File: src/rtl/huff_translation.sv
// Huffman encoder back-end: latches one codeword per character and shifts its
// code bits out MSB-first, one per clock, until totChar characters (or EOF) are done.
module huff_translation (
    input  logic         clk,
    input  logic         rst,
    input  logic [31:0]  totChar,
    input  logic [7:0]   charIn,
    input  logic [127:0] path,
    output logic         writeBin,
    output logic         bitValid,
    output logic         charDone,
    output logic         done
);

    localparam logic [6:0] MAX_LEN = 7'd121;
    localparam logic [7:0] EOF_CH  = 8'h1A;

    typedef enum logic [2:0] {
        S_IDLE  = 3'd0,
        S_LOAD  = 3'd1,
        S_SHIFT = 3'd2,
        S_NEXT  = 3'd3,
        S_DONE  = 3'd4
    } state_t;

    state_t         state_q;
    logic [31:0]    tot_q;
    logic [31:0]    cnt_q;
    logic [7:0]     char_q;
    logic [120:0]   code_q;
    logic [6:0]     idx_q;
    logic           writeBin_q;
    logic           bitValid_q;
    logic           charDone_q;
    logic           done_q;

    logic [6:0]     len_in;
    logic [6:0]     len_m1;
    logic [120:0]   code_in;
    logic           len_ok;
    logic [31:0]    cnt_d;
    logic [6:0]     idx_d;
    logic           last_char;

    always_comb begin
        len_in    = path[6:0];
        len_m1    = len_in - 7'd1;
        code_in   = path[127:7];
        len_ok    = (len_in != 7'd0) && (len_in <= MAX_LEN);
        cnt_d     = cnt_q + 32'd1;
        idx_d     = idx_q - 7'd1;
        last_char = (cnt_d == tot_q) || (char_q == EOF_CH);
    end

    // Outputs are registered on the transition into the state they belong to,
    // so the first code bit is visible in the cycle right after LOAD.
    always_ff @(posedge clk) begin
        if (rst) begin
            state_q    <= S_IDLE;
            tot_q      <= '0;
            cnt_q      <= '0;
            char_q     <= '0;
            code_q     <= '0;
            idx_q      <= '0;
            writeBin_q <= 1'b0;
            bitValid_q <= 1'b0;
            charDone_q <= 1'b0;
            done_q     <= 1'b0;
        end else begin
            writeBin_q <= 1'b0;
            bitValid_q <= 1'b0;
            charDone_q <= 1'b0;
            case (state_q)
                S_IDLE: begin
                    tot_q <= totChar;
                    if (totChar == 32'd0) begin
                        state_q <= S_DONE;
                        done_q  <= 1'b1;
                    end else begin
                        state_q <= S_LOAD;
                    end
                end
                S_LOAD: begin
                    char_q <= charIn;
                    code_q <= code_in;
                    if (len_ok) begin
                        idx_q      <= len_m1;
                        writeBin_q <= code_in[len_m1];
                        bitValid_q <= 1'b1;
                        state_q    <= S_SHIFT;
                    end else begin
                        // Zero or oversized length: skip the character, emit no bits.
                        charDone_q <= 1'b1;
                        state_q    <= S_NEXT;
                    end
                end
                S_SHIFT: begin
                    if (idx_q == 7'd0) begin
                        charDone_q <= 1'b1;
                        state_q    <= S_NEXT;
                    end else begin
                        idx_q      <= idx_d;
                        writeBin_q <= code_q[idx_d];
                        bitValid_q <= 1'b1;
                    end
                end
                S_NEXT: begin
                    cnt_q <= cnt_d;
                    if (last_char) begin
                        state_q <= S_DONE;
                        done_q  <= 1'b1;
                    end else begin
                        state_q <= S_LOAD;
                    end
                end
                S_DONE: begin
                    done_q <= 1'b1;
                end
                default: begin
                    state_q <= S_IDLE;
                end
            endcase
        end
    end

    assign writeBin = writeBin_q;
    assign bitValid = bitValid_q;
    assign charDone = charDone_q;
    assign done     = done_q;

endmodule

File: config.mk
export PLATFORM = sky130hd
export DESIGN_NAME = huff_translation
export DESIGN_NICKNAME = d
export VERILOG_FILES = /design/src/rtl/huff_translation.sv
export SDC_FILE = /design/constraint.sdc
export NUM_CORES = 1
export LEC_CHECK = 0
export CORE_UTILIZATION = 45
export CTS_CLUSTER_DIAMETER = 50
export DETAILED_ROUTE_END_ITERATION = 10
export PLACE_DENSITY = 0.77
export SYNTH_ARGS = -nofsm -noshare
export SYNTH_HDL_FRONTEND = slang
export SYNTH_SLANG_ARGS = --single-unit
File: constraint.sdc
create_clock -name clk -period 3.8 [get_ports clk]
set_input_delay 0.95 -clock clk [delete_from_list [all_inputs] [get_ports clk]]
set_output_delay 0.95 -clock clk [all_outputs]
set_load 0.005 [all_outputs]
==> results, run 1 <==
- The final instance area is about 14,000 um2.
- The portion of netlist area occupied by mux cells is about 16%.
- By startpoint and endpoint, the worst setup path is classified as in -> reg.
- The worst hold path belongs to the class reg -> reg.
- The number of antenna violations at the first check in global routing is 0.
- The worst setup path is launched from an input pin.
- Setup repair after global routing left no endpoint under its margin.
- The overall routed net length is between 30 and 40 mm.
- The die is ~160 um wide.
- The startpoint of the most critical hold path is code_q[39].
- Leaving out fill and tap cells, the most frequent cells in the layout are 354 x sky130_fd_sc_hd__nand2_1, 206 x sky130_fd_sc_hd__dfxtp_1, 181 x sky130_fd_sc_hd__a21oi_1, 171 x sky130_fd_sc_hd__clkdlybuf4s50_1, 71 x sky130_fd_sc_hd__mux4_2.
- The synthesized design contains 207 register bits.
- The die is 158.6 um tall.
- The setup fix buffers added after clock tree synthesis is 0.
- The reg-to-reg setup timing slack is 0.74 ns.
- The standby leakage power is ~5.0 nW.
- The post-route fraction of the period consumed by the critical path is just over 80%.
- The wire length per cell after detailed routing is between 15 and 20 um.
- The power per cell area is a little under 700 nW/um2.
- The highest attainable clock frequency is roughly 320 MHz.
- For the worst flop-to-flop path, the logic depth is 7.
- The post-placement worst setup slack is roughly 0.12 ns.
- For the worst setup path, the data required time is between 4 and 5 ns.
- The final total power is between 9 and 10 mW.
- Entering global routing, the biggest net connects 135 pins.
- Of all nets on the critical path, the largest fanout is 21.
- Detailed placement finished with a half-perimeter wire length of about 22 mm.
- Summing the areas of all fa, ha and maj instances in the mapped netlist gives less than 1% of the synthesized area.
- In the synthesized netlist the async set-or-reset flop fraction comes to 0%.
- The effective utilization at floorplan is between 40% and 50%.
- After Yosys synthesis, and, or, nand and nor cells account for 23.10% of the synthesized area.
- The number of endpoints with negative hold slack in the final report is 0.
- The tool flagged a number of max-cap violations equal to 0.
- After clock tree synthesis, the clock-pin slew on the worst setup and hold paths is 0.06 ns.
- The via count of the first global-routing pass is about 9,600.
- Across every metal layer, demand over resource in global routing totals between 20% and 30%.
- The worst hold endpoint is code_q[39].
- The number of vias per cell is between 5 and 6.
- The clock skew is approximately 0.017 ns.
- The area of the placeable core is roughly 24,000 um2.
- The clock tree from TritonCTS is done.
- The xor-xnor portion of the synthesized cell area is 5.949%.
- The clock tree root buffer cell is sky130_fd_sc_hd__clkbuf_16.
- The distinct cell type count after synthesis is 67.
- The clock latency reported for the late side of the worst-skew pair is about 0.54 ns.
- The launching point of the worst reg2reg path is cnt_q[10].
- Setup total negative slack on the finished layout was measured at 0 ns.
- The number of buffers added by the clock tree synthesis step is 27.
- The most common cell after layout, fill and taps aside is sky130_fd_sc_hd__nand2_1.
- During I/O placement, the number of pins put on the boundary was around 170.
- The wire length of the first global-routing pass is between 40 and 50 mm.
- For this run the aggregate overflow at the end of global routing stands at 0.
- The number of standard-cell rows in the floorplan is 56.
- For the pin with the worst max-slew slack, the measured transition is between 1 and 1.5 ns.
- The count of vias placed by the detailed router is 10,120.
- Subtracting the final worst setup slack from the clock period gives about 3.2 ns.
- The number of clock sinks is about 210.
- Measured against its own limit, the worst slew margin works out to 24.76%.
- The flow ran to the end, and the final reports show no timing, DRC or antenna violations.
- The cell area that synthesis handed to floorplanning was 11,040 um2.
- The number of buffers on the longest clock path is 3.
- The number of flops mapped to enable cells by yosys is 0.
- The number of pins exceeding their max-slew limit in the final report is 0.
- In this run, post-CTS repair resized a total of 0 instances.
- When the netlist entered floorplanning its net count stood at roughly 1,500.
- After the last flow step, the layout net total stands at around 1,600.
- The cell count after synthesis is around 1,300.
- The instance area at placement is roughly 13,000 um2.
- The proportion of synthesized chip area in sequential cells is approximately 38%.
- During placement, the flow inserted port buffers numbering 173.
- Setup slack closes at ~0.64 ns.
- The instance count along the most critical hold path is 2.
- The largest family of logic cells by synthesized area is simple AND/OR/NAND/NOR gates.
- After the first detailed-routing iteration, the DRC count stood at just over 800.
- Setup violations remaining at the end of the flow were counted as 0.
- The final weighted congestion in routability-driven placement is approximately 0.92.
- The die footprint is 25,170 um2.
- For this run, the leading register cell type out of synthesis is sky130_fd_sc_hd__dfxtp_1.
- The capturing element type of the critical path is a register.
- In this run the number of H-tree levels came out at 1.
- A synthesized cell averages roughly 8.5 um2.
- The post-synthesis compound-gate area fraction is about an eighth.
- After detailed routing, the number of remaining DRC violations is 0.
- The worst-case IR drop observed on VDD is around 0.47 mV.
- The endpoint identified for the worst register-to-register timing path is state_q[2].
- The share of final-layout standard cells stronger than drive strength 1 is roughly an eighth.
- The area overhead of the layout relative to synthesis is 26.14%.
- The number of antenna diodes in the final layout is 0.
- At the worst endpoint, the arrival time is 3.58 ns.
- The number of routed nets with antenna violations is 0.
- Buffers inserted to repair hold after CTS numbered 0.
- The pre-antenna-repair detailed-routing pass consisted of 5 iterations.
- Yosys printed 0 warnings.
-- registers in the layout, indices dropped and copies added, names as in the netlist --
name,flops
bitValid,1
charDone,1
char_q,8
cnt_q,32
code_q,121
done,1
idx_q,7
state_q,3
tot_q,32
writeBin,1
-- power breakdown --
| part | switching, mW | internal, mW | leakage (nW) |
|---|---|---|---|
| registers | 0.334 | 2.68 | 1.69 |
| logic | 2.28 | 1.74 | 2.83 |
| clock network | 1.00 | 1.47 | 0.435 |
| total | 3.62 | 5.88 | 4.95 |
-- per-stage QoR --
step / util [%] / hold slack (ns) / instances
final: 58.64 / 0.4509 / 1766
after global routing: 58.64 / 0.4666 / 1766
after CTS: 58.64 / 0.4528 / 1766
after detailed placement: 54.94 / 0.4447 / 1717
after global placement: 54.94 / 0.4388 / 1717
after floorplan: - / 0.4312 / 1292
-- critical path, cell delays in order --
cell and delay (ns):
sky130_fd_sc_hd__clkdlybuf4s50_1 0.55, sky130_fd_sc_hd__inv_1 0.11, sky130_fd_sc_hd__ha_1 0.36, sky130_fd_sc_hd__buf_12 0.19, sky130_fd_sc_hd__mux4_2 0.31, sky130_fd_sc_hd__mux4_2 0.49, sky130_fd_sc_hd__mux2_2 0.30, sky130_fd_sc_hd__nand3_1 0.09
sky130_fd_sc_hd__a31o_2 0.16, sky130_fd_sc_hd__o41ai_1 0.05
-- cell usage after synthesis (6+ instances only) --
cell / number / share of area [%]
sky130_fd_sc_hd__nand3_1: 20 / 0.91
sky130_fd_sc_hd__mux4_2: 71 / 14
sky130_fd_sc_hd__xor2_1: 36 / 2.9
sky130_fd_sc_hd__clkbuf_1: 69 / 2.3
sky130_fd_sc_hd__nor2_1: 60 / 2.0
sky130_fd_sc_hd__and3_1: 11 / 0.62
sky130_fd_sc_hd__nor3_1: 24 / 1.1
sky130_fd_sc_hd__ha_1: 6 / 0.68
sky130_fd_sc_hd__nor3b_1: 6 / 0.41
sky130_fd_sc_hd__a21oi_1: 181 / 8.2
sky130_fd_sc_hd__or3_1: 11 / 0.62
sky130_fd_sc_hd__nor4_1: 15 / 0.85
sky130_fd_sc_hd__dfxtp_1: 207 / 38
sky130_fd_sc_hd__mux2i_1: 15 / 1.4
sky130_fd_sc_hd__nand2_1: 354 / 12
sky130_fd_sc_hd__xnor2_1: 34 / 2.7
sky130_fd_sc_hd__buf_2: 21 / 0.95
sky130_fd_sc_hd__o21ai_0: 23 / 1.0
sky130_fd_sc_hd__inv_1: 12 / 0.41
sky130_fd_sc_hd__nand4_1: 25 / 1.4
-- kinds of logic after synthesis --
family,Yosys count
fa+ha+maj,7
buf+inv,108
compound gates,242
xor+xnor,72
mux,91
flops,207
simple gates,565
-- routing by layer --
metal | global-route usage [%] | part of all wire [%] | up-vias
met2 | 41.83 | 47 | 429
li1 | - | - | 4825
met5 | 0 | 0 | -
met4 | 7.830 | 2.8 | 0
met1 | 33.52 | 43 | 4795
met3 | 3.892 | 7.2 | 70
-- worst max path at each step --
stage	start	end	slack [ns]	depth (start not counted)
6_report	path[1]	writeBin	0.64	10
3_3_place_gp	path[1]	writeBin	0.19	10
4_1_cts	path[1]	writeBin	0.67	10
3_5_place_dp	path[1]	writeBin	0.12	10
5_1_grt	path[1]	writeBin	0.47	11
2_1_floorplan	path[0]	writeBin	0.05	11
-- final cells by class --
cell class	count	area [um2]
clock buffer	39	790.8
clock inverter	10	88.84
fill	2055	9824
inverter	12	45.04
multi-input combinational	977	6476
sequential	207	4145
tap	319	399.1
timing repair buffer	202	1983
(Power assumes the default switching activity.)
==> run 2: changes to the inputs <==
PLACE_DENSITY = 0.75   (was 0.77)
clock period = 2.95 ns   (was 3.8 ns; I/O delays follow)
==> run 2 against run 1 <==
Against the previous run:
- cell area increased by 2.8%
- hold slack improved by 0.0012 ns
- sequential cell count unchanged
- die area unchanged
- worst setup slack got worse by 0.51 ns
- register-to-register slack got worse by 0.53 ns
- global-route usage increased by 0.089 points
- clock power increased by 28%
- cell count increased by 2.0%
==> results, run 2 (synthesis results as in run 1) <==
- The transition time at the pin with the least slew margin came to 0.8702 ns (-0.2585 ns).
- The count of boundary I/O pins is 174 (unchanged).
- TritonCTS built the clock tree.
- The number of standard-cell rows in the floorplan was 56 (unchanged).
- The final setup violation count was 0 (unchanged).
- The clock share of power is 25.5% (-0.5 points).
- The number of pins exceeding their max-slew limit in the final report is 0 (unchanged).
- The count of routing violations after the opening detailed-route iteration is 821 (-0.48%).
- The number of routed nets with antenna violations is 0 (unchanged).
- The number of nets in the finished design was 1,646 (+2.7%).
- The die footprint was 25,170 um2 (unchanged).
- The most frequent cell on the critical path is sky130_fd_sc_hd__mux4_2.
- The maximum ir drop on the vdd rail is 0.8863 mV (+87%).
- The number of buffers and inverters on the critical path is 3 (unchanged).
- The number of antenna violations at the first check in global routing is 0 (unchanged).
- The relative slew slack is 41.67% (+17 points).
- The overall routed net length is 31.28 mm (+0.40%).
- The largest fanout on the critical path is 17 (-19%).
- The number of buffers added by the clock tree synthesis step came to 27 (unchanged).
- The pin count of the biggest net entering global routing is 136 (+0.74%).
- The wire length of the first global-routing pass came to 50.05 mm (+0.82%).
- The number of endpoints with negative hold slack in the final report is 0 (unchanged).
- The slowest cell on the critical path is sky130_fd_sc_hd__clkdlybuf4s50_1.
- STA classifies the critical path endpoint as a register.
- The minimum setup slack in the final design is 0.1368 ns (-0.5079 ns).
- The number of cells on the critical path came to 10 (unchanged).
- The number of vias per cell is 5.676 (-0.93%).
- The first-pass iteration count of the detailed router is 5 (unchanged).
- The register clock-pin slew on the reported worst setup and hold paths is 0.06 ns (about the same).
- The chip height came to 158.6 um (unchanged).
- The wire length per cell after detailed routing is 17.36 um (-1.6%).
- The post-route fraction of the period consumed by the critical path is 95.36%.
- The worst endpoint data arrival time is 3.24 ns (-0.34 ns).
- The number of flip-flops under the largest register name is 121 (unchanged).
- The instance area at placement is 13,440 um2 (+3.0%).
- The element type at the critical path start is an input pin.
- The delay of the slowest cell on the worst path is 0.50 ns (-0.05 ns).
- The instance count along the most critical hold path is 2 (unchanged).
- The share of power burned in registers came to 31.2% (-0.5 points).
- The clock latency reported for the late side of the worst-skew pair is 0.55 ns (about the same).
- The number of buffers on the longest clock path is 3 (unchanged).
- The total of buffers placed on input and output ports is 173 (unchanged).
- The area of the placeable core is 23,750 um2 (unchanged).
- The final core area utilization was 60.27% (+1.6 points).
- The critical path is of the in -> reg type.
- The register with the most flip-flops is code_q.
- The floorplan die width is 158.6 um (unchanged).
- Setup repair after global routing left no endpoint under its margin.
- The signal on the critical path passes through clkdlybuf4s50_1 > inv_1 > ha_4 > buf_12 > mux4_2 > mux4_2 > mux2_2 > nand3_1 > a31o_2 > o41ai_1.
- The count of vias placed by the detailed router is 10,230 (+1.1%).
- The run finished with clean final reports.
- The total global-route track usage was 25.24% (+0.089 points).
- The detailed-placement wirelength estimate is 22.36 mm (+1.1%).
- The number of clock sinks is 207 (unchanged).
- The standby leakage power is 5.176 nW (+4.5%).
- The final weighted congestion in routability-driven placement is 0.9366 (+1.6%).
- The largest registers in the layout are code_q: 121 flops, cnt_q: 32 flops, tot_q: 32 flops.
- The via count of the first global-routing pass is 9,900 (+3.1%).
- The share of total power in combinational logic was 43.3% (+1.0 points).
- The net switching power came to 4.626 mW (+28%).
- The clock tree root buffer cell is sky130_fd_sc_hd__clkbuf_16.
- The minimum clock period after layout is roughly 2.8 ns.
- The met1 routing resource usage after global routing came to 33.18% (-0.35 points).
- The reg-to-reg setup timing slack is 0.21 ns (-0.53 ns).
- The net switching fraction of the power is 37.20% (-0.85 points).
- The share of final-layout standard cells stronger than drive strength 1 was 14.23% (+2.5 points).
- The most common cell after layout, fill and taps aside is sky130_fd_sc_hd__nand2_1.
- The worst path required time is 3.38 ns (-0.84 ns).
- The cell count of the worst reg-to-reg path is 11 (+4).
- The clock skew is 0.03334 ns (+0.01619 ns).
- The design internal power is 7.807 mW (+33%).
- The path class of the lowest-slack min-delay path is reg -> reg.
- After global routing, the most crowded layer is met2.
- The total negative slack is 0 ns (unchanged).
- The global routing usage on met2 is 42.17% (+0.33 points).
- The depth of the CTS H-tree is 1 (unchanged).
- The met3 track utilization from global routing is 4.273% (+0.38 points).
- Leaving out fill and tap cells, the most frequent cells in the layout are 354 x sky130_fd_sc_hd__nand2_1, 206 x sky130_fd_sc_hd__dfxtp_1, 181 x sky130_fd_sc_hd__a21oi_1, 171 x sky130_fd_sc_hd__clkdlybuf4s50_1, 71 x sky130_fd_sc_hd__mux4_2.
- The highest attainable clock frequency is about 360 MHz.
- The final instance area is 14,320 um2 (+2.8%).
- The post-placement worst setup slack is -0.4045 ns (-0.5250 ns).
- The power per cell area was 868.6 nW/um2 (+27%).
- The count of unresolved DRC violations after routing is 0 (unchanged).
- The category of cells accounting for the largest share of critical-path delay is multiplexers.
- The number of antenna cells inserted was 0 (unchanged).
- The total congestion overflow was 0 (unchanged).
- The reported max-cap violation count was 0 (unchanged).
- The effective utilization at floorplan is 46.49% (unchanged).
- The area overhead of the layout relative to synthesis is 29.64%.
[run 2: worst paths after layout]
| path | startpoint | end |
|---|---|---|
| worst min-delay path | char_q[5] | char_q[5] |
| worst min register to register | char_q[5] | char_q[5] |
| worst max-delay path | path[1] | writeBin |
| worst max register to register | idx_q[1] | writeBin |
[run 2: final cells by class]
class,count,area (um2)
clock inverter,8,118.9
clock buffer,34,742.0
multi-input combinational,977,6509
inverter,12,45.04
sequential,207,4145
timing repair buffer,245,2356
fill,1983,9438
tap,319,399.1
[run 2: stage by stage]
stage	instances	power [mW]	hold slack, ns
5_1_grt	1802	13.13	0.4677
4_1_cts	1801	12.47	0.4533
3_5_place_dp	1759	9.248	0.4457
2_1_floorplan	1292	7.610	0.4312
3_3_place_gp	1759	9.138	0.4384
6_report	1802	12.43	0.4521
[run 2: worst min-delay path, stage by stage, from the launching register on]
cell and delay, ns:
sky130_fd_sc_hd__dfxtp_1 0.30, sky130_fd_sc_hd__nand2_1 0.05, sky130_fd_sc_hd__a21oi_1 0.05
[run 2: power groups by stage]
stage	Sequential, mW	Combinational (mW)	Clock [mW]
6_report	3.88	5.38	3.17
5_1_grt	3.96	5.83	3.34
4_1_cts	3.87	5.38	3.22
3_5_place_dp	3.92	5.32	0
3_3_place_gp	3.89	5.24	0
2_1_floorplan	3.77	3.84	0
[run 2: timing repair]
action                                  CTS  global route
gates resized for setup                   0             1
endpoints found under the setup margin    0             3
setup buffers                             0             1
hold buffers                              0             0
[run 2: routing by layer]
| layer | share of wire (%) | up-vias |
|---|---|---|
| li1 | - | 4888 |
| met1 | 42 | 4818 |
| met2 | 48 | 458 |
| met3 | 7.9 | 65 |
| met4 | 2.8 | 0 |
| met5 | 0 | - |
==> run 3: changes to the inputs <==
CORE_UTILIZATION = 50   (was 45)
PLACE_DENSITY = 0.81   (was 0.75)
==> run 3 against run 2 <==
Against the previous run:
- critical path depth shrank 2
- sequential cell count is the same
- largest power group unchanged
- via count grew 1.0%
- largest cell class unchanged
- count of clock-buffer cells in the layout shrank 1
- sequential power is essentially flat
- die area shrank 9.9%
- routed wire length shrank 2.1%
- critical path type is now reg -> reg
==> results, run 3 (synthesis results as in run 1) <==
- In this design, the critical path's most frequently occurring cell is sky130_fd_sc_hd__nand3_1.
- The highest attainable clock frequency came to 354.0 MHz (-0.42%).
- The post-cts sizing count came to 0 (unchanged).
- The most common cell after layout, fill and taps aside is sky130_fd_sc_hd__nand2_1.
- The post-placement worst setup slack was -0.3807 ns (+0.02384 ns).
- The count of routing violations after the opening detailed-route iteration is 746 (-9.1%).
- The number of hold buffers added after cts is 0 (unchanged).
- The number of vias per cell is 5.868 (+3.4%).
- Among all stages on the critical path, the largest delay is contributed by sky130_fd_sc_hd__a2111oi_2.
- The final setup violation count is 0 (unchanged).
- The minimum clock period after layout is 2.825 ns (+0.01181 ns).
- The chip height is 150.6 um (-5.1%).
- The number of antenna cells inserted came to 0 (unchanged).
- In the final layout, the registers with the most flip-flops are code_q: 121 flops, cnt_q: 32 flops, tot_q: 32 flops.
- The number of routed nets with antenna violations is 0 (unchanged).
- The reported max-cap violation count was 0 (unchanged).
- The total of buffers placed on input and output ports is 173 (unchanged).
- The run finished with clean final reports.
- The overall routed net length was 30.63 mm (-2.1%).
- The largest fanout on the critical path came to 5 (-12).
- The count of unresolved DRC violations after routing was 0 (unchanged).
- The transition time at the pin with the least slew margin was 0.8658 ns (-0.004381 ns).
- The effective utilization at floorplan is 50.75% (+4.3 points).
- In this run the critical register-to-register path is launched from cnt_q[1].
- Setup repair after global routing left no endpoint under its margin.
- The final total power is 12.17 mW (-2.1%).
- The number of buffers added by the clock tree synthesis step is 24 (-11%).
- The number of antenna violations at the first check in global routing is 0 (unchanged).
- The worst setup path category is reg -> reg.
- The wire length of the first global-routing pass is 49.11 mm (-1.9%).
- The area growth from synthesis to layout is 28.59%.
- The relative slew slack is 41.96% (+0.29 points).
- In the layout the commonest cells are 354 x sky130_fd_sc_hd__nand2_1, 206 x sky130_fd_sc_hd__dfxtp_1, 181 x sky130_fd_sc_hd__a21oi_1, 171 x sky130_fd_sc_hd__clkdlybuf4s50_1, 71 x sky130_fd_sc_hd__mux4_2.
- The total negative slack is 0 ns (unchanged).
- The clock skew is 0.01182 ns (-0.02152 ns).
- The total congestion overflow is 0 (unchanged).
- The total global-route track usage is 27.22% (+2.0 points).
- The delay of the slowest cell on the worst path is 0.46 ns (-0.04 ns).
- STA classifies the critical path startpoint as a register.
- The maximum ir drop on the vdd rail is 0.5959 mV (-33%).
- The power per cell area is 857.2 nW/um2 (-1.3%).
- The post-route fraction of the period consumed by the critical path is 95.76% (+0.40 points).
- The reg-to-reg setup timing slack is 0.13 ns (-0.08 ns).
- The worst register-to-register path ends at state_q[0].
- The critical path ends at state_q[0].
- The path class of the lowest-slack min-delay path is reg -> reg.
- The share of final-layout standard cells stronger than drive strength 1 is 14.18% (-0.048 points).
- The minimum setup slack in the final design was 0.1250 ns (-0.01182 ns).
- The number of endpoints with negative hold slack in the final report is 0 (unchanged).
- The detailed-placement wirelength estimate is 21.66 mm (-3.1%).
- The number of standard-cell rows in the floorplan came to 54 (-3.6%).
- The number of flip-flops under the largest register name is 121 (unchanged).
- The cell count of the worst reg-to-reg path is 8 (-3).
- The clock latency reported for the late side of the worst-skew pair is 0.53 ns (-0.02 ns).
- The die footprint is 22,680 um2 (-9.9%).
- The number of nets in the finished design came to 1,639 (-0.43%).
- The pin count of the biggest net entering global routing is 137 (+0.74%).
- The number of clock sinks came to 207 (unchanged).
- The worst endpoint data arrival time is 3.24 ns (about the same).
- The register clock-pin slew on the reported worst setup and hold paths is 0.06 ns (about the same).
- The count of vias placed by the detailed router was 10,330 (+1.0%).
- The final instance area is 14,200 um2 (-0.81%).
- The final weighted congestion in routability-driven placement came to 0.9212 (-1.6%).
- The first-pass iteration count of the detailed router was 5 (unchanged).
- The floorplan die width is 150.6 um (-5.1%).
- TritonCTS built the clock tree.
- The setup fix buffers added after clock tree synthesis is 0 (unchanged).
- Walking the worst path, the cells encountered are ha_1 > nand3_1 > nor4_4 > nand3_1 > or3_1 > a2111oi_2 > nand4_1 > o2bb2ai_1.
- The via count of the first global-routing pass is 9,854 (-0.46%).
- The count of boundary I/O pins is 174 (unchanged).
- The wire length per cell after detailed routing is 17.39 um (+0.20%).
- The clock tree root buffer cell is sky130_fd_sc_hd__clkbuf_16.
- The worst path required time came to 3.37 ns (about the same).
- The area of the placeable core is 21,760 um2 (-8.4%).
- The final core area utilization is 65.26% (+5.0 points).
- The number of fill cells in the layout was 1,751 (-12%).
- The standby leakage power was 5.126 nW (-0.97%).
- The startpoint of the worst setup timing path is cnt_q[1].
- The instance area at placement is 13,400 um2 (-0.34%).
- The register with the most flip-flops is code_q.
- The number of buffers on the longest clock path is 3 (unchanged).
- The number of pins exceeding their max-slew limit in the final report came to 0 (unchanged).
- The depth of the CTS H-tree came to 1 (unchanged).
- The capturing element type of the critical path is a register.
==> run 3: critical path, delay by kind of cell (launching register included) <==
kind	cells	cell delay, ns
adders and majority gates	1	0.25
and+or+nand+nor	5	1.40
AOI/OAI and AO/OA	2	0.67
DFF	1	0.40
==> run 3: final cells by class <==
type,instances,area [um2],area share [%]
clock buffers,33,694.4,4.891
clock inverters,11,86.33,0.6080
inverters,12,45.04,0.3172
multi-input cells,977,6526,45.96
flip-flops and latches,207,4145,29.19
well taps,280,350.3,2.467
repair buffers,241,2351,16.56
==> run 3: worst min-delay path by stage <==
| stage | start | cells past startpoint | slack (ns) | endpoint |
|---|---|---|---|---|
| after CTS | char_q[3] | 2 | 0.45 | char_q[3] |
| after global routing | code_q[46] | 2 | 0.47 | code_q[46] |
| final | code_q[45] | 2 | 0.45 | code_q[45] |
| after floorplan | char_q[1] | 2 | 0.43 | char_q[1] |
| after global placement | code_q[8] | 2 | 0.44 | code_q[8] |
| after detailed placement | code_q[61] | 2 | 0.44 | code_q[61] |
==> run 3: per-layer routing <==
| metal | GRT usage, % | share of wire, % | wire length [um] | vias up |
|---|---|---|---|---|
| li1 | - | - | - | 4874 |
| met2 | 46.20 | 49 | 14970 | 491 |
| met4 | 10.25 | 3.5 | 1068 | 0 |
| met3 | 3.909 | 7.9 | 2432 | 74 |
| met1 | 35.06 | 40 | 12160 | 4894 |
| met5 | 0 | 0 | 0 | - |
==> run 3: metrics by stage <==
step           hold WS (ns)  cells
3_3_place_gp         0.4384   1717
2_1_floorplan        0.4312   1292
3_5_place_dp         0.4449   1717
4_1_cts              0.4532   1761
6_report             0.4521   1761
5_1_grt              0.4722   1761
==> run 3: power breakdown <==
group          leakage (nW)  internal [mW]  switching, mW
sequential             1.69           3.45          0.438
clock                 0.388           1.67           1.23
combinational          3.05           2.43           2.96
total                  5.13           7.54           4.63
==> edit: new RTL, config.mk and constraints of run 2 <==
Make the reset (`rst`) asynchronous in one clocked block.
--- a/src/rtl/huff_translation.sv
+++ b/src/rtl/huff_translation.sv
@@ -54,7 +54,7 @@
 
     // Outputs are registered on the transition into the state they belong to,
     // so the first code bit is visible in the cycle right after LOAD.
-    always_ff @(posedge clk) begin
+    always_ff @(posedge clk or posedge rst) begin
         if (rst) begin
             state_q    <= S_IDLE;
             tot_q      <= '0;
Function: differs if rst is asserted again (counterexample within 4 cycles, from zero or initial values and one cycle with rst high); with rst held inactive, the same outputs for 10 cycles.
==> edit against run 2 <==
Largest cell class unchanged. Area after synthesis rose by 3.8%. Highest routed layer unchanged. Count of clock-buffer cells in the layout rose by 2. Critical endpoint is now writeBin. Critical path depth fell by 1. Setup slack got worse by 0.012 ns. Power grew 14%. Design area rose by 3.0%. Global-route usage decreased by 0.58 points. Sequential cell count unchanged. Routed wire length down 0.23%.
==> edit: results (changes against run 2) <==
| Metric | Value |
|---|---|
| Run status | `finished clean (unchanged)` |
| Ant diodes | `0 (unchanged)` |
| Number of port buffers | `173 (unchanged)` |
| Highest fanout seen on the critical path | `16 (was 17)` |
| Internal Pwr Total | `9040 uW (was 7810 uW)` |
| Number of library cell types mapped by synthesis | `60 (was 67)` |
| Post-CTS repair timing setup buffer count | `0 (unchanged)` |
| Sequential element share of the synthesized area | `0.452 (was 0.375)` |
| Arrival time at the worst endpoint | `3.24 ns (about the same)` |
| Synth warn | `0 (unchanged)` |
| Average routed wire per standard cell | `18.4 um (was 17.4 um)` |
| Net total in the final layout | `1518 (was 1646)` |
| HP Class | `flip-flop to flip-flop (unchanged)` |
| Synth cell count leaders | `433 x nand2_1, 207 x dfrtp_1, 70 x mux4_2 (was 354 x nand2_1, 207 x dfxtp_1, 181 x a21oi_1)` |
| Most area-consuming cells after synthesis | `dfrtp_1 45%, nand2_1 14%, mux4_2 14%, mux2_2 3.6%, xor2_1 3.3% (was dfxtp_1 38%, mux4_2 14%, nand2_1 12%, a21oi_1 8.2%, xor2_1 2.9%)` |
| Post-detailed-placement half-perimeter wirelength | `22500 um (was 22400 um)` |
| Root Buffer | `clkbuf_16 (unchanged)` |
| Count of H-tree levels built during CTS | `1 (unchanged)` |
| GRT Overall Usage | `0.247 (was 0.252)` |
| Antenna violations before repair | `0 (unchanged)` |
| Routability congestion estimate from global placement | `0.935 (was 0.937)` |
| Fraction of final layout cells sized beyond drive strength 1 | `0.165 (was 0.142)` |
| Number of placed instances, taps included | `1642 (was 1759)` |
| Violation count after the first detailed-routing iteration | `737 (was 821)` |
| Share of flip-flops with an asynchronous set or reset | `1.00 (was 0)` |
| Max Clock Skew | `0.0170 ns (was 0.0333 ns)` |
| Later-pin clock latency in the skew report | `roughly 0.54 ns` |
| Pre-Repair DR Iteration Count | `5 (unchanged)` |
| Detailed-route vias per instance | `5.63 (was 5.68)` |
| DP Area | `0.0138 mm^2 (was 0.0134 mm^2)` |
| Number of gates resized after cts | `0 (unchanged)` |
| Largest net degree at the start of global routing | `103 (was 136)` |
| Wirelength, routed | `31200 um (was 31300 um)` |
| Worst supply voltage drop on vdd | `0.602 mV (was 0.886 mV)` |
| Wire length of the first global-routing pass | `50700 um (was 50100 um)` |
| Cells after synthesis | `1160 (was 1292)` |
| Buffer depth of the longest clock path | `3 (unchanged)` |
| Clock-pin slew reported for the worst setup and hold paths after clock tree synthesis | `0.06 ns (about the same)` |
| Post-synth net total | `1336 (was 1468)` |
| Relative max-transition margin | `0.440 (was 0.417)` |
| TritonCTS buffer count | `28 (was 27)` |
| Leak | `0.00664 uW (was 0.00518 uW)` |
| Via count of the first global-routing pass | `9697 (was 9900)` |
[edit: path summary, 6_finish.rpt]
path / end / depth (start not counted) / startpoint
worst max-delay path: writeBin / 9 / path[1]
worst min-delay path: char_q[1] / 2 / char_q[1]
worst max register to register: writeBin / 9 / idx_q[0]
worst min register to register: char_q[1] / 2 / char_q[1]
max in group asynchronous: idx_q[1] / 3 / rst
min in group asynchronous: code_q[3] / 3 / rst
[edit: metal layers]
layer	vias to the layer above	wire length, um	track usage
met3	79	2350	0.0429
li1	4376	-	-
met2	442	15100	0.413
met1	4637	12700	0.326
met4	0	988	0.0793
met5	-	0	0
[edit: layout make-up]
type,count,area [um^2]
Fill cell,2118,10400
Multi-Input combinational cell,866,5960
Sequential cell,207,5180
Timing Repair Buffer,224,2160
Clock buffer,36,781
Tap cell,330,413
Clock inverter,15,188
Inverter,15,62.6
[edit: power by group through the flow]
stage                     combinational, uW  clock (uW)  sequential (uW)
after CTS                              5860        3510             4860
after detailed placement               5810           0             4890
after global placement                 5650           0             4820
after global routing                   6450        3610             5010
after floorplan                        4390           0             4600
final                                  5850        3460             4860
[edit: cells by family after synthesis]
group                    Yosys count  synth area share
adder cells (fa/ha/maj)            6           0.00655
buffers and inverters             87            0.0314
AND/OR/NAND/NOR                  591             0.226
flip-flops                       207             0.452
multiplexers                     118             0.183
AO/OA/AOI/OAI                     76            0.0437
XOR/XNOR                          75            0.0573
[edit: per-stage QoR]
step	hold WS (ns)	setup slack, ns	utilization	total power (uW)
final	0.467	0.125	0.587	14200
after detailed placement	0.456	-0.391	0.549	10700
after floorplan	0.437	-0.474	-	9000
after global routing	0.489	0.00228	0.587	15100
after CTS	0.470	0.166	0.587	14200
after global placement	0.452	-0.349	0.549	10500
[edit: critical path, cell delays in order]
cell             delay, ns
clkdlybuf4s50_1       0.52
inv_1                 0.10
ha_4                  0.32
buf_12                0.16
mux4_2                0.32
mux4_2                0.50
mux2_4                0.30
o211ai_1              0.16
o211ai_1              0.12
